$ cat src/rtl/heap_sort_pkg.sv
// Shared types and defaults for the heap-sort engine: key/index types,
// FSM state and phase encodings.
package heap_sort_pkg;

    localparam int N_DEF  = 5;
    localparam int W_DEF  = 32;
    localparam int IW_DEF = 16;

    typedef logic signed [W_DEF-1:0] key_t;
    typedef logic [IW_DEF-1:0]       idx_t;

    typedef enum logic [1:0] {
        IDLE    = 2'd0,
        SIFT    = 2'd1,
        EXTRACT = 2'd2,
        DONE    = 2'd3
    } state_t;

    typedef enum logic {
        BUILD = 1'b0,
        SORT  = 1'b1
    } phase_t;

endpackage

$ cat src/rtl/heap_swap_idx.sv
// Combinational min-heap swap index: picks the smallest of parent and its
// in-range children, ties resolved toward the parent, then the left child.
module heap_swap_idx
    import heap_sort_pkg::*;
#(
    parameter int N  = N_DEF,
    parameter int W  = W_DEF,
    parameter int IW = IW_DEF
) (
    input  logic signed [W-1:0] heap [N],
    input  logic [IW-1:0]       cur,
    input  logic [IW-1:0]       size,
    output logic [IW-1:0]       s
);

    logic [IW-1:0]       c1;
    logic [IW-1:0]       c2;
    logic signed [W-1:0] k_cur;
    logic signed [W-1:0] k_c1;
    logic signed [W-1:0] k_c2;
    logic signed [W-1:0] k_best;

    always_comb begin
        c1     = (cur << 1) + IW'(1);
        c2     = (cur << 1) + IW'(2);
        k_cur  = '0;
        k_c1   = '0;
        k_c2   = '0;
        for (int k = 0; k < N; k++) begin
            if (cur == IW'(k)) k_cur = heap[k];
            if (c1 == IW'(k))  k_c1  = heap[k];
            if (c2 == IW'(k))  k_c2  = heap[k];
        end
        // Strict greater-than keeps the earlier candidate on ties
        s      = cur;
        k_best = k_cur;
        if (c1 < size && k_best > k_c1) begin
            s      = c1;
            k_best = k_c1;
        end
        if (c2 < size && k_best > k_c2) begin
            s = c2;
        end
    end

endmodule

$ cat src/rtl/heap_sort_ctrl.sv
// Sequential heap-sort controller: builds a min-heap then extracts to the tail,
// leaving keys in descending order. Define HEAP_SORT_CYCLE_CNT_EN for cycles_o.
module heap_sort_ctrl
    import heap_sort_pkg::*;
#(
    parameter int N  = N_DEF,
    parameter int W  = W_DEF,
    parameter int IW = IW_DEF
) (
    input  logic           system1000,
    input  logic           system1000_rst,
    input  logic           start_i,
    input  logic [N*W-1:0] data_i,
    output logic           busy_o,
    output logic           done_o,
    output logic [N*W-1:0] data_o,
    output logic [IW-1:0]  cycles_o
);

    state_t              state;
    state_t              state_n;
    phase_t              phase;
    logic signed [W-1:0] heap [N];
    logic [IW-1:0]       size;
    logic [IW-1:0]       cur;
    logic [IW-1:0]       b;
    logic [IW-1:0]       s;
    logic [IW-1:0]       tail;
    logic signed [W-1:0] cur_val;
    logic signed [W-1:0] s_val;
    logic signed [W-1:0] tail_val;

    heap_swap_idx #(.N(N), .W(W), .IW(IW)) u_swap_idx (
        .heap (heap),
        .cur  (cur),
        .size (size),
        .s    (s)
    );

    always_comb begin
        tail     = size - IW'(1);
        cur_val  = '0;
        s_val    = '0;
        tail_val = '0;
        for (int k = 0; k < N; k++) begin
            if (cur == IW'(k))  cur_val  = heap[k];
            if (s == IW'(k))    s_val    = heap[k];
            if (tail == IW'(k)) tail_val = heap[k];
        end
    end

    always_comb begin
        state_n = state;
        case (state)
            IDLE:    if (start_i) state_n = SIFT;
            SIFT:    if (s == cur && (phase == SORT || b == '0)) state_n = EXTRACT;
            EXTRACT: state_n = (size == IW'(1)) ? DONE : SIFT;
            DONE:    state_n = IDLE;
            default: state_n = IDLE;
        endcase
    end

    assign busy_o = (state == SIFT) || (state == EXTRACT);
    assign done_o = (state == DONE);

    always_ff @(posedge system1000 or posedge system1000_rst) begin
        if (system1000_rst) begin
            state <= IDLE;
        end else begin
            state <= state_n;
        end
    end

    always_ff @(posedge system1000 or posedge system1000_rst) begin
        if (system1000_rst) begin
            for (int k = 0; k < N; k++) heap[k] <= '0;
            data_o <= '0;
            size   <= '0;
            cur    <= '0;
            b      <= '0;
            phase  <= BUILD;
        end else begin
            case (state)
                IDLE: begin
                    if (start_i) begin
                        for (int k = 0; k < N; k++) heap[k] <= data_i[(N-1-k)*W +: W];
                        size  <= IW'(N);
                        b     <= IW'(N/2 - 1);
                        cur   <= IW'(N/2 - 1);
                        phase <= BUILD;
                    end
                end
                SIFT: begin
                    if (s != cur) begin
                        for (int k = 0; k < N; k++) begin
                            if (cur == IW'(k))    heap[k] <= s_val;
                            else if (s == IW'(k)) heap[k] <= cur_val;
                        end
                        cur <= s;
                    end else if (phase == BUILD && b != '0) begin
                        b   <= b - IW'(1);
                        cur <= b - IW'(1);
                    end
                end
                EXTRACT: begin
                    if (size == IW'(1)) begin
                        for (int k = 0; k < N; k++) data_o[(N-1-k)*W +: W] <= heap[k];
                    end else begin
                        // size >= 2 here, so the tail never aliases the root
                        for (int k = 0; k < N; k++) begin
                            if (k == 0)              heap[k] <= tail_val;
                            else if (tail == IW'(k)) heap[k] <= heap[0];
                        end
                        size  <= tail;
                        cur   <= '0;
                        phase <= SORT;
                    end
                end
                default: ;
            endcase
        end
    end

`ifdef HEAP_SORT_CYCLE_CNT_EN
    logic [IW-1:0] cnt;

    function automatic logic [IW-1:0] sat_inc(input logic [IW-1:0] v);
        return (&v) ? v : v + IW'(1);
    endfunction

    // The EXTRACT cycle that enters DONE is itself busy, hence sat_inc on the copy
    always_ff @(posedge system1000 or posedge system1000_rst) begin
        if (system1000_rst) begin
            cnt      <= '0;
            cycles_o <= '0;
        end else begin
            if (state == IDLE && start_i) cnt <= '0;
            else if (busy_o)              cnt <= sat_inc(cnt);
            if (state == EXTRACT && state_n == DONE) cycles_o <= sat_inc(cnt);
        end
    end
`else
    assign cycles_o = '0;
`endif

endmodule

$ cat config.mk
export PLATFORM = sky130hd
export DESIGN_NAME = heap_sort_ctrl
export DESIGN_NICKNAME = d
export VERILOG_FILES = /design/src/rtl/heap_sort_pkg.sv /design/src/rtl/heap_swap_idx.sv /design/src/rtl/heap_sort_ctrl.sv
export SDC_FILE = /design/constraint.sdc
export NUM_CORES = 2
export LEC_CHECK = 0
export CAP_MARGIN = 15
export CORE_MARGIN = 1
export CORE_UTILIZATION = 45
export CTS_CLUSTER_SIZE = 10
export DETAILED_ROUTE_END_ITERATION = 6
export PLACE_DENSITY = 0.67
export REMOVE_ABC_BUFFERS = 1
export SYNTH_ARGS = -nofsm -noshare
export SYNTH_HDL_FRONTEND = slang
export SYNTH_SLANG_ARGS = --single-unit
$ cat constraint.sdc
create_clock -name system1000 -period 30.5 [get_ports system1000]
set_clock_uncertainty 0.15 [all_clocks]
set_input_delay 6.1 -clock system1000 [delete_from_list [all_inputs] [get_ports system1000]]
set_output_delay 6.1 -clock system1000 [all_outputs]
set_load 0.05 [all_outputs]
Yosys cells after proc, flatten, opt, wreduce, memory -nomap -nowiden

Index checks and enable logic that the tools add are counted.

Register bits after elaboration: 371
Input bits: 163
Output and inout bits: 178
Logic and storage cells: 153

$add $sub $neg: 4
Magnitude comparators: 4
Equality and inequality tests: 43
Mux-type cells: 63
Bitwise logic cells: 1
Reduce and logical (&&, ||, !) cells: 27

Operator list:

| kind                                                                   | number |
|---|---|
| 32-bit two-way mux                                                     | 40 |
| 160-bit two-way mux                                                    | 3 |
| 160-bit case mux with 3 select lines                                   | 1 |
| 16-bit by 2-bit equality test with 1-bit output, second input constant | 10 |
| 16-bit two-way mux                                                     | 9 |
| 16-bit by 1-bit equality test with 1-bit output, second input constant | 6 |
| 16-bit logical NOT                                                     | 6 |
| 16-bit by 3-bit equality test with 1-bit output, second input constant | 5 |
| 32-bit > comparator                                                    | 2 |
| 16-bit case mux with 2 select lines                                    | 2 |
| 16-bit case mux with 3 select lines                                    | 1 |
| 16-bit < comparator                                                    | 2 |
| 16-bit by 1-bit subtractor with 16-bit output, second input constant   | 2 |
| 6-bit AND reduction                                                    | 5 |
| 16-bit by 1-bit adder with 16-bit output, second input constant        | 1 |
| 16-bit by 2-bit adder with 16-bit output, second input constant        | 1 |
| 16-bit equality test                                                   | 1 |
| 16-bit inequality test                                                 | 1 |
| 16-bit nonzero test                                                    | 1 |
| 2-bit inequality test, second input constant                           | 7 |
| 3-bit inequality test, second input constant                           | 4 |
| 2-bit case mux with 4 select lines                                     | 1 |
| 4-bit AND reduction                                                    | 2 |
| 2-bit two-way mux                                                      | 3 |
| other kinds (16)                                                       | 26 |

Logic depth before layout (Yosys ltp)

Depth in word-level cells: 22
Depth in mapped cells: 39
Mapped depth without buffers: 30

By module

From an unflattened synthesis, not the netlist that was laid out.

Cells, all modules: 3,486
Area, all modules: 27,595.2 um2

Modules (own cells, without submodules):

| module         | times used | cells an instance | area each (um2) |
|---|---|---|---|
| heap_sort_ctrl | 1          | 2,677             | 22,043.6 |
| heap_swap_idx  | 1          | 809               | 5,551.6 |

Worst setup path after synthesis

No wires, ideal clock.

Kind: flip-flop to flip-flop
Start point: register cur[9]
End point: register heap[100] (netlist name)
Library setup time: 95 ps
Data arrival time: 9,002 ps
Required time: 30,255 ps
Setup slack: 21,252 ps
Stages on the path, launching flop included: 38
Buffers on the path: 9
Cells stage by stage: dfrtp_1 > clkbuf_1 > nor4_1 > nand4_1 > nand2b_1 > nor3b_1 > clkbuf_1 > clkbuf_1 > nor2_1 > a21oi_1 > o21ai_0 > a21oi_1 > inv_1 > ha_1 > buf_2 > and2_0 > a221oi_1 > o21ai_1 > [... 2 more ...] > clkbuf_1 > buf_1 > mux2i_1 > ha_1 > a21oi_1 > nand2_1 > a221o_1 > o31a_1 > o2111ai_1 > o21ai_1 > o41ai_1 > o21a_1 > buf_2 > o221ai_1 > or2_1 > buf_2 > buf_6 > o31ai_1

Longest elaborated chain between the ends: 22

RTL lines:

| element                                  | RTL line              | RTL |
|---|---|---|
| from (decl)                              | heap_sort_ctrl.sv:25  | `logic [IW-1:0] cur;` |
| from (signal assigned)                   | heap_sort_ctrl.sv:89  | `cur <= IW'(N/2 - 1);` |
| from (signal assigned)                   | heap_sort_ctrl.sv:99  | `cur <= s;` |
| from (signal assigned)                   | heap_sort_ctrl.sv:102 | `cur <= b - IW'(1);` |
| 16-bit by 1-bit adder with 16-bit output | heap_swap_idx.sv:24   | `c1 = (cur << 1) + IW'(1);` |
| 16-bit logical NOT                       | heap_swap_idx.sv:31   | `if (c1 == IW'(k)) k_c1 = heap[k];` |
| 32-bit two-way mux (5 in series)         | heap_swap_idx.sv:31   |  |
| 32-bit > comparator                      | heap_swap_idx.sv:37   | `if (c1 < size && k_best > k_c1) begin` |
| 1-bit logical AND                        | heap_swap_idx.sv:37   |  |
| 32-bit two-way mux                       | heap_swap_idx.sv:37   |  |
| 32-bit > comparator                      | heap_swap_idx.sv:41   | `if (c2 < size && k_best > k_c2) begin` |
| 1-bit logical AND                        | heap_swap_idx.sv:41   |  |
| 16-bit two-way mux                       | heap_swap_idx.sv:41   |  |
| 16-bit logical NOT                       | heap_sort_ctrl.sv:47  | `if (s == IW'(k)) s_val = heap[k];` |
| 32-bit two-way mux (5 in series)         | heap_sort_ctrl.sv:47  |  |
| 32-bit two-way mux                       | heap_sort_ctrl.sv:96  | `if (cur == IW'(k)) heap[k] <= s_val;` |
| 160-bit two-way mux                      | heap_sort_ctrl.sv:94  | `if (s != cur) begin` |
| 160-bit case mux with 3 select lines     | heap_sort_ctrl.sv:83  | `case (state)` |
| to (signal, indexed assignment)          | heap_sort_ctrl.sv:96  |  |
| to (signal, indexed assignment)          | heap_sort_ctrl.sv:97  | `else if (s == IW'(k)) heap[k] <= cur_val;` |
| to (signal, indexed assignment)          | heap_sort_ctrl.sv:111 | `if (k == 0) heap[k] <= tail_val;` |
| to (decl)                                | heap_sort_ctrl.sv:23  | `logic signed [W-1:0] heap [N];` |

Parallel ways exist; a longest one is shown, timed or not. The select of a mux whose other input is x is not followed.
A chain may end at the register's enable or synchronous reset.

Worst setup path in the final report

Start point: register cur[0]
End point: register heap[157] (netlist name)

Longest elaborated chain between the ends: 22

RTL lines:

| element                                  | RTL line |
|---|---|
| 16-bit by 1-bit adder with 16-bit output | heap_swap_idx.sv:24 |
| 16-bit logical NOT                       | heap_swap_idx.sv:31 |
| 32-bit two-way mux (5 in series)         | heap_swap_idx.sv:31 |
| 32-bit > comparator                      | heap_swap_idx.sv:37 |
| 1-bit logical AND                        | heap_swap_idx.sv:37 |
| 32-bit two-way mux                       | heap_swap_idx.sv:37 |
| 32-bit > comparator                      | heap_swap_idx.sv:41 |
| 1-bit logical AND                        | heap_swap_idx.sv:41 |
| 16-bit two-way mux                       | heap_swap_idx.sv:41 |
| 16-bit logical NOT                       | heap_sort_ctrl.sv:47, heap_sort_ctrl.sv:97 |
| 32-bit two-way mux (5 in series)         | heap_sort_ctrl.sv:47 |
| 32-bit two-way mux                       | heap_sort_ctrl.sv:96 |
| 160-bit two-way mux                      | heap_sort_ctrl.sv:94 |
| 160-bit case mux with 3 select lines     | heap_sort_ctrl.sv:83 |

Parallel ways exist; a longest one is shown, timed or not. The select of a mux whose other input is x is not followed.

==> key figures <==
Timing
  – Hold Violations, Final: 0
  – Fin Setup TNS: 0 ps
  – Final period util: 0.400
  – Setup Viol. Count Final: 0
  – RSZ-0062 raised after global routing: no
  – Pins Over Slew Limit: 0
  – Slew HR: 0.130
  – Achievable Freq: 0.0820 GHz
  – PnR worst setup slack: 18300 ps
  – Min Tclk post-route: 12200 ps
  – Worst slew pin tran: 1290 ps

Pwr
  – Maximum vdd drop: 0.0000351 V
  – Cell Pwr Density: 33.2 nW/um2
  – Static leakage: 13.9 nW

Setup path
  – Slowest library cell on the worst path: nor4_2
  – CP startpoint: cur[0]
  – R2R setup slack: 18300 ps
  – Worst path arrival time: 12550 ps
  – Critical Path RT: 30850 ps
  – Worst r2r src: cur[0]
  – Startpoint types: flip-flop
  – Reg2reg end: heap[157]
  – Worst-path fanout max: 32
  – Worst Reg-to-Reg Cells: 33
  – Worst setup EP type: flip-flop
  – CP most frequent cell: buf_4
  – Crit path largest cell delay: 1070 ps
  – Crit Path Class: reg2reg
  – Setup crit end: heap[157]

Drt
  – Post-Route WL: 119 mm
  – Vias/cell: 6.75
  – DR pass1 iterations: 7
  – Routed Antenna Nets: 0
  – WL/cell: 26.8 um
  – Residual DRC: 84
  – Total number of vias: 29964
  – DRT iter0 DRCs: 4423

Final layout
  – Share of layout cells above drive strength 1: 0.0587
  – Fin nets: 3920
  – Fill count: 5582
  – Area grow syn2layout: 19.4%
  – Design area: 32200 um2

Synthesis
  – Primary FF master, synth: dfrtp_1
  – Synth cell types: 79
  – EDFF count, synth: 0
  – Sequential area share after synthesis: 0.344
  – Yosys warnings: 0
  – Avg Inst Size Synth: 7.73 um2
  – Yosys reg bits: 371
  – Ys async rst share: 1.00
  – Synthesized instance count: 3492
  – Synth area leader: dfrtp_1
  – Share of the synthesized area in the top cell type: 0.344
  – Ranking of synthesized cells by area: dfrtp_1 34%, nand2_1 10%, o21ai_0 5.4%, ha_1 5.0%, o31ai_1 3.9%
  – Synthesized area: 27000 um2

Floorplan
  – Core Region: 59100 um2
  – Ports: 341
  – Die W: 247 um
  – Site row count: 89
  – Starting density of the core: 0.456
  – Die area: 61000 um2
  – Die span in y: 247 um

Clock network
  – Post-CTS Hold Fix Bufs: 0
  – Cts repair resizes: 0
  – CTS clk-pin slew, worst paths: 60 ps
  – CTS tree: built
  – Sinks on Clock Net: 371
  – Clk root buf: clkbuf_16
  – H-tree Lvls: 2
  – TritonCTS buffer count: 46
  – Worst-Skew Late Latency: 620 ps
  – Bufs on Longest Clock Path: 3
  – Setup bufs post-CTS: 0

Hold path
  – Type of the tightest min-delay check: reg2reg

Global route
  – Initial antenna violation count: 1
  – Global-route wire length before repair: 178 mm
  – Gr usage total: 0.383
  – Largest net degree at the start of global routing: 165
  – Vias in the first global route: 28495
  – Overflow after GRT: 0

Placed design
  – Routability cong.: 0.995
  – Pre-CTS setup slack: 18970 ps
  – # port buffers: 324
  – Hpwl dp: 75.5 mm
  – DP Area: 30800 um2

Status
  – Violated checks: DRC
  – Status: finished, violations left

Job
  – Max cap viols: 0
-- where the power goes --
part	switching, mW	internal [mW]	total, mW
combinational	0.0196	0.0188	0.0384
sequential	0	0.493	0.493
clock	0.222	0.318	0.540
-- final cells by class --
cell class / count / area (um2) / share of cell area
repair buffers: 399 / 3820 / 0.119
inverters: 80 / 308 / 0.00955
well taps: 773 / 967 / 0.0300
clock inverters: 10 / 200 / 0.00621
multi-input cells: 2751 / 16400 / 0.510
clock buffers: 52 / 1190 / 0.0371
flip-flops and latches: 371 / 9280 / 0.288
diodes: 1 / 2.50 / 0.0000777
-- sequential cells by signal (all words and copies together), names as in the netlist --
name / cells
data_o: 160
phase: 1
size: 16
b: 16
cur: 16
heap: 160
state: 2
-- metal layers --
metal / share of wire / global-route usage
met1: 0.39 / 0.507
met2: 0.42 / 0.565
met3: 0.13 / 0.107
met4: 0.058 / 0.202
met5: 0 / 0
-- worst min path at each step --
stage / start / cells after the start / to / slack (ps)
finish: data_o[131] / 2 / data_o[131] / 310
global route: data_o[84] / 2 / data_o[84] / 330
CTS: data_o[4] / 2 / data_o[4] / 320
detailed placement: data_o[35] / 2 / data_o[35] / 300
global placement: data_o[90] / 2 / data_o[90] / 300
floorplan: phase / 2 / phase / 300
-- per-stage QoR --
stage	hold slack [ps]	std cells	utilization	power [mW]
2_1_floorplan	298	3202	-	0.513
3_3_place_gp	298	4374	0.521	0.540
3_5_place_dp	305	4374	0.521	0.540
4_1_cts	316	4436	0.545	1.07
5_1_grt	330	4436	0.545	1.10
6_report	313	4437	0.545	1.07
-- placed cells by master, fill, tap and decap left out, types with 74 or more instances in the layout --
cell type,instances
a31oi_1,140
buf_4,74
nand2_1,721
a21oi_1,176
o211ai_1,87
nor2_1,276
o21ai_0,292
ha_1,107
o31ai_1,139
a22oi_1,97
clkdlybuf4s50_1,324
dfrtp_1,371
-- logic make-up (layout without fill, tap and decap cells) --
kind of cell,Yosys count,count (layout),synth area share
AOI/OAI and AO/OA,1272,1272,0.313
xor gates and xnor gates,37,37,0.0120
adders and majority gates,108,108,0.0501
buffers and inverters,385,541,0.0583
DFF,371,371,0.344
muxes,71,71,0.0264
other,1,17,0.000139
and+or+nand+nor,1247,1247,0.196
-- critical path: cells and delay by family, from the launching register on --
kind            cells  cell delay [ps]
compound gates     15             4610
buf+inv             6             2400
simple gates        7             2180
fa+ha+maj           3             1060
flops               1              840
mux                 2              770
-- synthesized netlist by cell type, types with 11 or more instances --
master / number
nand2_1: 722
dfrtp_1: 371
o21ai_0: 293
nor2_1: 277
clkbuf_1: 240
a21oi_1: 177
a31oi_1: 143
o31ai_1: 139
ha_1: 108
a22oi_1: 98
o211ai_1: 87
inv_1: 74
mux2i_1: 69
a221oi_1: 57
nand2b_1: 44
o2bb2ai_1: 35
a21boi_0: 34
a32oi_1: 33
nor3_1: 32
or2_2: 32
xnor2_1: 30
nand3_1: 28
nand4_1: 26
buf_2: 25
o221ai_1: 25
nor4_1: 24
o21ai_1: 24
buf_4: 20
buf_1: 17
a22o_1: 16
o21a_1: 15
a21o_1: 13
o22ai_1: 12
o41ai_1: 12
or3_1: 12
a211oi_1: 11
Note: power is estimated with default switching activity, not from simulation.
